<file path="src/rtl/cacheline_adaptor.sv">
// cacheline_adaptor: bridges a line-wide cache data array and a narrow burst memory bus.
// Fills assemble BEATS beats into one line; writebacks serialise a latched line out.
module cacheline_adaptor #(
  parameter int block_size = 256,
  parameter int mem_width  = 64
) (
  input  logic                  clk,
  input  logic                  rst,
  input  logic                  read_i,
  input  logic                  write_i,
  input  logic [31:0]           addr_i,
  input  logic [2:0]            way_i,
  input  logic [block_size-1:0] line_i,
  output logic                  resp_o,
  output logic [block_size-1:0] line_o,
  output logic                  load_o,
  output logic [2:0]            wr_addr_o,
  output logic [31:0]           address_o,
  output logic                  read_o,
  output logic                  write_o,
  output logic [mem_width-1:0]  burst_o,
  input  logic [mem_width-1:0]  burst_i,
  input  logic                  resp_i
);

  localparam int BEATS = block_size / mem_width;
  localparam int OFS   = $clog2(block_size / 8);
  localparam int CW    = (BEATS > 1) ? $clog2(BEATS) : 1;
  localparam logic [CW-1:0] LAST = CW'(BEATS - 1);

  typedef enum logic [2:0] {
    IDLE,
    RD_BURST,
    RD_DONE,
    WR_BURST,
    WR_DONE
  } state_e;

  state_e                state_q, state_d;
  logic [CW-1:0]         cnt_q, cnt_d;
  logic [block_size-1:0] line_q, line_d;
  logic [31:0]           addr_q, addr_d;
  logic [2:0]            way_q, way_d;

  always_ff @(posedge clk or negedge rst) begin
    if (!rst) begin
      state_q <= IDLE;
      cnt_q   <= '0;
      line_q  <= '0;
      addr_q  <= '0;
      way_q   <= '0;
    end else begin
      state_q <= state_d;
      cnt_q   <= cnt_d;
      line_q  <= line_d;
      addr_q  <= addr_d;
      way_q   <= way_d;
    end
  end

  // A read wins over a simultaneous write; the beat counter doubles as the slice index.
  always_comb begin
    state_d = state_q;
    cnt_d   = cnt_q;
    line_d  = line_q;
    addr_d  = addr_q;
    way_d   = way_q;
    unique case (state_q)
      IDLE: begin
        if (read_i || write_i) begin
          addr_d = {addr_i[31:OFS], {OFS{1'b0}}};
          way_d  = way_i;
          cnt_d  = '0;
          if (read_i) begin
            state_d = RD_BURST;
          end else begin
            state_d = WR_BURST;
            line_d  = line_i;
          end
        end
      end
      RD_BURST: begin
        if (resp_i) begin
          line_d[cnt_q*mem_width +: mem_width] = burst_i;
          cnt_d = cnt_q + 1'b1;
          if (cnt_q == LAST) state_d = RD_DONE;
        end
      end
      WR_BURST: begin
        if (resp_i) begin
          cnt_d = cnt_q + 1'b1;
          if (cnt_q == LAST) state_d = WR_DONE;
        end
      end
      RD_DONE:  state_d = IDLE;
      WR_DONE:  state_d = IDLE;
      default:  state_d = IDLE;
    endcase
  end

  // Handshake outputs depend on state alone, so no input reaches them combinationally.
  assign read_o    = (state_q == RD_BURST);
  assign write_o   = (state_q == WR_BURST);
  assign load_o    = (state_q == RD_DONE);
  assign resp_o    = (state_q == RD_DONE) || (state_q == WR_DONE);
  assign line_o    = line_q;
  assign wr_addr_o = way_q;
  assign address_o = addr_q;
  assign burst_o   = (state_q == WR_BURST) ? line_q[cnt_q*mem_width +: mem_width] : '0;

endmodule

</file>
<file path="config.mk">
export PLATFORM = sky130hd
export DESIGN_NAME = cacheline_adaptor
export DESIGN_NICKNAME = d
export VERILOG_FILES = /design/src/rtl/cacheline_adaptor.sv
export SDC_FILE = /design/constraint.sdc
export NUM_CORES = 1
export LEC_CHECK = 0
export ABC_AREA = 1
export BUFFER_PORTS_ARGS = -buffer_cell sky130_fd_sc_hd__buf_2
export CAP_MARGIN = 5
export CORE_AREA = 2 2 283 285
export CTS_BUF_LIST = sky130_fd_sc_hd__clkbuf_8
export CTS_CLUSTER_SIZE = 16
export DETAILED_ROUTE_END_ITERATION = 10
export DIE_AREA = 0 0 285 287
export GPL_TIMING_DRIVEN = 0
export PLACE_DENSITY_LB_ADDON = 0.3
export SYNTH_ARGS = -nofsm -noshare
export SYNTH_HDL_FRONTEND = slang
export SYNTH_SLANG_ARGS = --single-unit
</file>
<file path="constraint.sdc">
create_clock -name clk -period 3.3 [get_ports clk]
set_input_delay 0.165 -clock clk [delete_from_list [all_inputs] [get_ports clk]]
set_output_delay 0.165 -clock clk [all_outputs]
set_load 0.005 [all_outputs]
</file>
==> flow_summary.toml, run 1 <==
[synthesis]
yosysTopAreaCellShare = 0.394
ys_ff_latch = 291
synth.area.mux_share = 0
synthXorXnorAreaFrac = 0
syn-cell-area_sq_mm = 0.0185
avgSynthCellArea_sq_um = 6.16
syn_inst = 2997
synth_area_leaders = "dfrtp_1 39%, nand2_1 27%, nand3_1 11%"
synth_top_family_by_area = "simple AND/OR/NAND/NOR gates"
synth.distinct_cells = 21
seq_area_frac_synth = 0.394
synth-simple-area-share = 0.475
synth_warnings = 0
synth_compound_area_frac = 0.0623
yosysTopAreaCell = "dfrtp_1"
synth_fa_ha_area_frac = 0.00339

[place]
dpl_cell_area_sq_mm = 0.0235
place_congestion = 0.950
io_buffers = 708
preCtsSetupSlack_ns = -1.18
hpwl_um = 87000

[setup_path]
crit_buf_inv = 5
cpMostUsedCell = "buf_2"
crit_type = "flip-flop to primary output"
cp.arrival_ns = 3.01
crit_family = "buffers and inverters"
crit_fanout = 10
endpoint_kind = "primary output"
start_kind = "flip-flop"
path_cells = "buf_2, inv_2, buf_4, clkbuf_2, o21ai_1, a21oi_2, buf_2"
worstPathRequired_ns = 3.13
cpMaxStageDelayCell = "dfrtp_1"
slowest_delay_ns = 0.40
rrSetupSlack_ns = 0.16

[floorplanning]
die_y_um = 287
die_area_sq_mm = 0.0818
initial_core_util = 0.235
die_w_um = 285
num_rows = 103
core-area_sq_mm = 0.0786
io-pin-count = 719

[sta]
slew_violations = 0
max_slew.worst_pin.slew_ns = 0.901
skew_ns = 0.0358
setup_violations = 0
slew_headroom = 0.399
worst_slack_ns = 0.124
fin_crit_sh = 0.962
max_freq_mhz = 315
setup_tns_ns = 0
finalCriticalPeriod_ns = 3.18
hold_viol_final = 0
timing.hold.ws_ns = 0.129

[clock_tree]
cts_root_buffer = "clkbuf_8"
cts_made_buffers = 58
clkSlewWorstSetupHoldPaths_ns = 0.06
htree_levels = 2
cts.sinks = 291
clockBufferDepth = 3
cts_tree = "yes"
insertion_delay_ns = 0.69

[cells_and_area]
nets = 4495
fin_area_sq_mm = 0.0284
nFillCells = 8624
multi_input_area_sq_mm = 0.0101
regArea_sq_mm = 0.00728
areaGrowthSynthToFinish_pct = 53.9
drive_gt1_frac = 0.229

[pwr]
sw_frac_of_total = 0.541
p_int_mw = 12.5
comb_power_share = 0.597
seq_power_share = 0.256
p_clk_frac = 0.147
irDropWorstVdd_mv = 0.563
power_density_mw_per_mm2 = 955
switchingPower_mw = 14.7
leakagePower_nw = 15.4

[routing]
first_pass_iters = 6
first_iter_violations = 2221
via_count = 25400
drt-wirelength-per-cell_um = 22.3
drt-total-wl_um = 116000
ant_nets = 0
viasPerCell = 4.86
drc = 0

[grt]
gr-total-overflow = 0
grt_pass1_wl_um = 165000
grt_pass1_vias = 24200
grt_max_degree = 109
grt_use_total = 0.273
grt_antenna_before_repair = 7

[min_path]
min_path_type = "primary input to async pin"

[run_status]
status = "finished clean"

[run]
max_cap_violations = 0
-- cells in the mapped netlist (all sizes together) --
| master | number |
|---|---|
| buf | 115 |
| nand3b | 1 |
| o211ai | 2 |
| nand2 | 1329 |
| clkbuf | 127 |
| nand4 | 4 |
| ha | 5 |
| dfrtp | 291 |
| o21ai | 162 |
| nand3 | 393 |
| conb | 1 |
| nor2 | 459 |
| inv | 43 |
| a21oi | 65 |
-- final cells by class --
class,instances,area share
Multi-Input combinational cell,2425,0.354
Sequential cell,291,0.256
Timing Repair Buffer,1070,0.256
Tap cell,1050,0.0462
Buffer,241,0.0388
Clock buffer,78,0.0378
Inverter,43,0.00568
Clock inverter,25,0.00462
Antenna cell,4,0.000352
-- final timing paths --
check                        startpoint             to  depth (start not counted)
setup / recovery               cnt_q[0]     burst_o[2]                          7
hold / removal                      rst  address_o[11]                          2
setup reg to reg               cnt_q[0]    line_o[131]                         12
hold reg to reg            address_o[5]   address_o[5]                          2
max in group asynchronous           rst     line_o[95]                          3
min in group clk                write_i  address_o[31]                          5
-- layout by cell type, fill, tap and decap left out, types with 2 or more instances in the layout --
cell type,n
nand2_1,1326
buf_2,794
nor2_1,453
nand3_1,390
dlygate4sd3_1,353
dfrtp_1,291
o21ai_0,160
clkbuf_1,93
clkbuf_8,78
a21oi_1,64
inv_1,54
clkbuf_2,30
buf_1,17
buf_4,9
clkinv_2,9
clkbuf_4,6
conb_1,5
diode_2,4
inv_2,4
ha_1,4
buf_16,4
nor2_2,3
nor2_4,3
nand3_2,3
nand4_4,3
buf_8,3
o21ai_1,2
o211ai_1,2
nand2_4,2
buf_12,2
-- per-stage QoR --
stage               cells   util  power, mW
global route         5225  0.361       29.1
floorplan            3001      -       14.6
finish               5227  0.362       27.1
global placement     4759  0.297       22.3
CTS                  5224  0.361       27.1
detailed placement   4765  0.299       22.5
-- power by group through the flow --
stage | sequential [mW] | clock [mW] | combinational, mW
after floorplan | 6.54 | 0 | 8.07
after global placement | 6.94 | 0 | 15.3
after detailed placement | 6.93 | 0 | 15.6
after CTS | 6.90 | 4.04 | 16.1
after global routing | 7.08 | 4.21 | 17.8
final | 6.96 | 3.98 | 16.2
-- cells by family (layout without fill, tap and decap cells) --
logic type | count (synthesis) | in the layout
adder cells (fa/ha/maj) | 5 | 5
other | 1 | 9
flip-flops | 291 | 291
AO/OA/AOI/OAI | 229 | 229
AND/OR/NAND/NOR | 2186 | 2186
buffers and inverters | 285 | 1457
-- per-layer routing --
metal | global-route usage | wire length, um | vias up
met4 | 0.112 | 5090 | 2
met2 | 0.458 | 54800 | 1371
met3 | 0.0424 | 8690 | 292
li1 | - | - | 11700
met5 | 0 | 16 | -
met1 | 0.350 | 47800 | 12000
-- what timing repair did --
action | 4_1_cts | 5_1_grt
endpoints found under the hold margin | 378 | 0
pin swaps | 1 | 0
setup buffers | 3 | 0
hold buffers | 353 | 0
gates resized for setup | 41 | 29
setup endpoints to repair | 320 | 166
-- state kept, by name, indices dropped and copies added (netlist names) --
| signal | count |
|---|---|
| state_q | 3 |
| line_o | 256 |
| cnt_q | 2 |
| address_o | 27 |
| wr_addr_o | 3 |
-- worst register-to-register path: stages, from the launching register on --
cell           delay (ns)
dfrtp_1              0.40
buf_2                0.19
inv_2                0.17
buf_4                0.33
clkbuf_4             0.35
ha_2                 0.38
nand2_4              0.31
nor2_1               0.09
nand2_1              0.06
nand2_1              0.05
dlygate4sd3_1        0.55
nand3_1              0.09
nand2_1              0.05
No activity file was read; power rests on OpenSTA's default activity.
==> run 2, diff against run 1 <==
==> constraint.sdc (replaced) <==
create_clock -name clk -period 3.3 [get_ports clk]
set_input_delay 0.66 -clock clk [delete_from_list [all_inputs] [get_ports clk]]
set_output_delay 0.66 -clock clk [all_outputs]
set_load 0.005 [all_outputs]
==> run 2 against run 1 <==
Compared with the run above:
- register-to-register slack lost 0.06 ns
- cell count shrank 6.7%
- sequential share of layout area rose by 3.5 points
- combinational power hardly changed
- die area unchanged
- final area down 12%
- power decreased by 1.2%
- sequential cell count did not move
- clock skew down 0.00091 ns
- count of clock-buffer cells in the layout is the same
- fmax fell by 0.76%
- critical path type is now flip-flop to flip-flop
==> flow_summary.toml, run 2 (synthesis gave the netlist of run 1 again) <==
[sta]
skew_ns = 0.0349
slew_violations = 0
max_freq_mhz = 312
fin_crit_sh = 0.970
setup_violations = 0
slew_headroom = 0.438
hold_viol_final = 0
finalCriticalPeriod_ns = 3.20
max_slew.worst_pin.slew_ns = 0.841

[clock_tree]
cts_made_buffers = 58
cts_tree = "yes"
cts.sinks = 291
cts_root_buffer = "clkbuf_8"
clkSlewWorstSetupHoldPaths_ns = 0.06
insertion_delay_ns = 0.68
clockBufferDepth = 3
htree_levels = 2

[min_path]
min_path_type = "primary input to async pin"

[setup_path]
worstPathRequired_ns = 3.83
rr_worst_depth = 12
endpoint = "line_o[189]"
r2r-start = "cnt_q[0]"
cp.arrival_ns = 3.73
critPathLaunch = "cnt_q[0]"
crit_fanout = 12
rrSetupSlack_ns = 0.1
start_kind = "flip-flop"
crit_type = "flip-flop to flip-flop"
endpoint_kind = "flip-flop"
timing.rr.end = "line_o[189]"

[cells_and_area]
final_cell_mix = "1326 x nand2_1, 798 x buf_2, 452 x nor2_1"
mostFrequentLayoutCell = "nand2_1"
final_util = 0.318
nets = 4143
areaGrowthSynthToFinish_pct = 35.3
drive_gt1_frac = 0.256
largest_reg_flops = 256

[routing]
first_iter_violations = 2166
via_count = 23600
drc = 0
ant_nets = 0
drt-total-wl_um = 112000
drt-wirelength-per-cell_um = 23.0
first_pass_iters = 5
viasPerCell = 4.85

[pwr]
power_density_mw_per_mm2 = 1070
irDropWorstVdd_mv = 0.545
leakagePower_nw = 14.0
p_total_mw = 26.8

[floorplanning]
core-area_sq_mm = 0.0786
num_rows = 103
io-pin-count = 719
die_y_um = 287
die_area_sq_mm = 0.0818
die_w_um = 285
initial_core_util = 0.235

[place]
hpwl_um = 87000
place_congestion = 0.950
io_buffers = 708

[run_status]
status = "finished clean"

[grt]
grt_pass1_vias = 22200
gr-total-overflow = 0
grt_pass1_wl_um = 158000
grt_antenna_before_repair = 16
grt_max_degree = 109
grt_use_total = 0.264

[run]
max_cap_violations = 0
-- run 2: critical path: stages, from the launching register on --
cell	delay [ns]
dfrtp_1	0.41
buf_6	0.16
inv_4	0.11
buf_12	0.19
clkbuf_2	0.35
ha_1	0.37
nand2_2	0.51
clkbuf_1	0.52
nor2_1	0.10
nand2_1	0.08
nand2_1	0.05
nand3_1	0.09
nand2_1	0.07
-- run 2: layout make-up --
type,count,area [sq um]
diodes,5,12.5
plain buffers,242,1210
clock buffers,78,1070
clock inverters,25,131
fillers,9011,53600
inverters,43,164
multi-input cells,2425,10100
flip-flops and latches,291,7280
well taps,1050,1310
repair buffers,717,3740
-- run 2: stage by stage --
step	setup slack [ns]	hold slack [ns]	std cells	cell area, sq um	TNS, ns
2_1_floorplan	1.02	0.364	3001	18500	0
3_3_place_gp	-4.69	0.464	4759	23300	-1566.75
3_5_place_dp	-1.18	0.468	4765	23500	-221.64
4_1_cts	-0.00298	0.0254	4871	24900	-0.00298
5_1_grt	-0.00762	0.0466	4875	25000	-0.0151
6_report	0.0997	0.0313	4876	25000	0
-- run 2: metal layers --
layer	GRT usage	wire length, um	vias up
met4	0.0823	3230	14
met2	0.446	53900	1117
met1	0.346	46800	11300
li1	-	-	11000
met5	0	93	-
met3	0.0428	8180	186
-- run 2: worst min path at each step --
stage / start / endpoint / slack [ns] / cells after the start
3_5_place_dp: address_o[27] / address_o[27] / 0.47 / 2
4_1_cts: rst / address_o[11] / 0.03 / 1
2_1_floorplan: rst / address_o[10] / 0.36 / 0
3_3_place_gp: address_o[19] / address_o[19] / 0.46 / 2
5_1_grt: rst / address_o[11] / 0.05 / 1
6_report: rst / address_o[11] / 0.03 / 1
-- run 2: report_power, final --
part	internal [mW]	switching, mW
logic	4.81	11.1
registers	5.30	1.65
clock network	2.16	1.81
-- run 2: repair_timing --
item	4_1_cts	5_1_grt
hold buffers	0	0
setup endpoints to repair	321	86
setup buffers	3	0
hold endpoints to repair	0	0
pin swaps	5	1
resized for setup	76	36
==> run 3, diff against run 2 <==
Settings changed: HOLD_SLACK_MARGIN from default to 0.08.
==> run 3 against run 2 <==
Compared with the run above:
- wire length about the same
- register-to-register slack hardly changed
- non-clock buffer count increased by 1
- setup slack about the same
- sequential power about the same
- clock skew shrank 0.0064 ns
- largest power group unchanged
- power barely moved
- die area is the same
- critical endpoint is now line_o[37]
- utilization about the same
- global-route usage about the same
==> flow_summary.toml, run 3 (synthesis gave the netlist of run 1 again) <==
[run_status]
status = "finished clean"

[setup_path]
start_kind = "flip-flop"
crit_type = "flip-flop to flip-flop"
timing.rr.end = "line_o[37]"
r2r-start = "cnt_q[0]"
endpoint_kind = "flip-flop"
crit_fanout = 12
rrSetupSlack_ns = 0.1
cp.arrival_ns = 3.79
worstPathRequired_ns = 3.89
rr_worst_depth = 11

[cells_and_area]
mostFrequentLayoutCell = "nand2_1"
fin_cells = 4879
nFillCells = 9009
drive_gt1_frac = 0.256
final_cell_mix = "1326 x nand2_1, 798 x buf_2, 452 x nor2_1"
fin_area_sq_mm = 0.0250
final_util = 0.318
largest_reg_flops = 256
nets = 4144
areaGrowthSynthToFinish_pct = 35.4

[floorplanning]
initial_core_util = 0.235
core-area_sq_mm = 0.0786
die_area_sq_mm = 0.0818
die_y_um = 287
num_rows = 103
die_w_um = 285
io-pin-count = 719

[grt]
gr-total-overflow = 0
grt_pass1_vias = 22200
grt_antenna_before_repair = 16
grt_use_total = 0.264
grt_pass1_wl_um = 158000
grt_max_degree = 109

[routing]
viasPerCell = 4.85
via_count = 23700
first_iter_violations = 2141
drt-wirelength-per-cell_um = 23.0
drt-total-wl_um = 112000
first_pass_iters = 6
drc = 0
ant_nets = 0

[pwr]
p_total_mw = 26.8
leakagePower_nw = 14.0
irDropWorstVdd_mv = 0.545
power_density_mw_per_mm2 = 1070

[sta]
skew_ns = 0.0285
slew_violations = 0
fin_crit_sh = 0.970
worst_slack_ns = 0.0996
slew_headroom = 0.442
setup_violations = 0
max_slew.worst_pin.slew_ns = 0.837
max_freq_mhz = 312
hold_viol_final = 0
timing.hold.ws_ns = 0.251
setup_tns_ns = 0
finalCriticalPeriod_ns = 3.20

[clock_tree]
cts_root_buffer = "clkbuf_8"
cts_made_buffers = 58
cts_tree = "yes"
htree_levels = 2
clockBufferDepth = 3
insertion_delay_ns = 0.68
cts.sinks = 291
clkSlewWorstSetupHoldPaths_ns = 0.06

[place]
hpwl_um = 87000
place_congestion = 0.950
io_buffers = 708
place_inst = 4765
dpl_cell_area_sq_mm = 0.0235
preCtsSetupSlack_ns = -1.18

[min_path]
min-delay-start = "addr_i[18]"
hold_depth = 3
hold_end = "address_o[18]"
min_path_type = "primary input to flip-flop"

[run]
max_cap_violations = 0
## run 3: changes by cell type in the layout (fill, tap and decap cells not counted), sizes merged
cell and delta:
diode +2, dlygate4sd3 +1
## run 3: critical path, cell delays in order (launching register included)
cell and delay [ns]:
dfrtp_1 0.41, buf_6 0.16, inv_4 0.12, buf_12 0.19, clkbuf_2 0.34, ha_1 0.35, inv_1 0.10, nand3_1 0.15
buf_2 0.49, clkbuf_1 0.48, nand3_1 0.20, nand2_1 0.09
## run 3: report_power, final
part,internal [mW],switching (mW),leakage (nW)
Clock,2.16,1.80,0.690
Sequential,5.30,1.66,3.66
Combinational,4.81,11.1,9.63
Total,12.3,14.5,14.0
## run 3: metal layers
layer,share of wire,vias up,track usage
met1,0.42,11300,0.346
met5,0.00083,-,0
met3,0.070,198,0.0428
met2,0.48,1089,0.446
li1,-,11000,-
met4,0.030,14,0.0823
## run 3: worst max path at each step
stage | from | endpoint | slack (ns) | cells after the start
2_1_floorplan | cnt_q[0] | line_o[123] | 1.02 | 12
5_1_grt | cnt_q[0] | line_o[37] | -0.008 | 11
3_3_place_gp | rst | line_o[95] | -4.69 | 1
4_1_cts | cnt_q[0] | line_o[14] | -0.003 | 11
3_5_place_dp | cnt_q[0] | line_o[33] | -1.18 | 11
6_report | cnt_q[0] | line_o[37] | 0.1 | 11
## run 3: what timing repair did
| action | in CTS | in global routing |
|---|---|---|
| endpoints found under the hold margin | 87 | 0 |
| buffers inserted | 3 | 0 |
| endpoints found under the setup margin | 321 | 86 |
| pin swaps | 5 | 1 |
| hold buffers | 1 | 0 |
| resized for setup | 76 | 36 |
## run 3: layout make-up
cell class	instances	area, sq um	share of cell area
antenna	7	17.5	0.000700
buffer	242	1210	0.0484
clock buffer	78	1070	0.0429
clock inverter	25	131	0.00525
inverter	43	164	0.00655
multi-input combinational	2425	10100	0.402
sequential	291	7280	0.291
tap	1050	1310	0.0525
timing repair buffer	718	3750	0.150
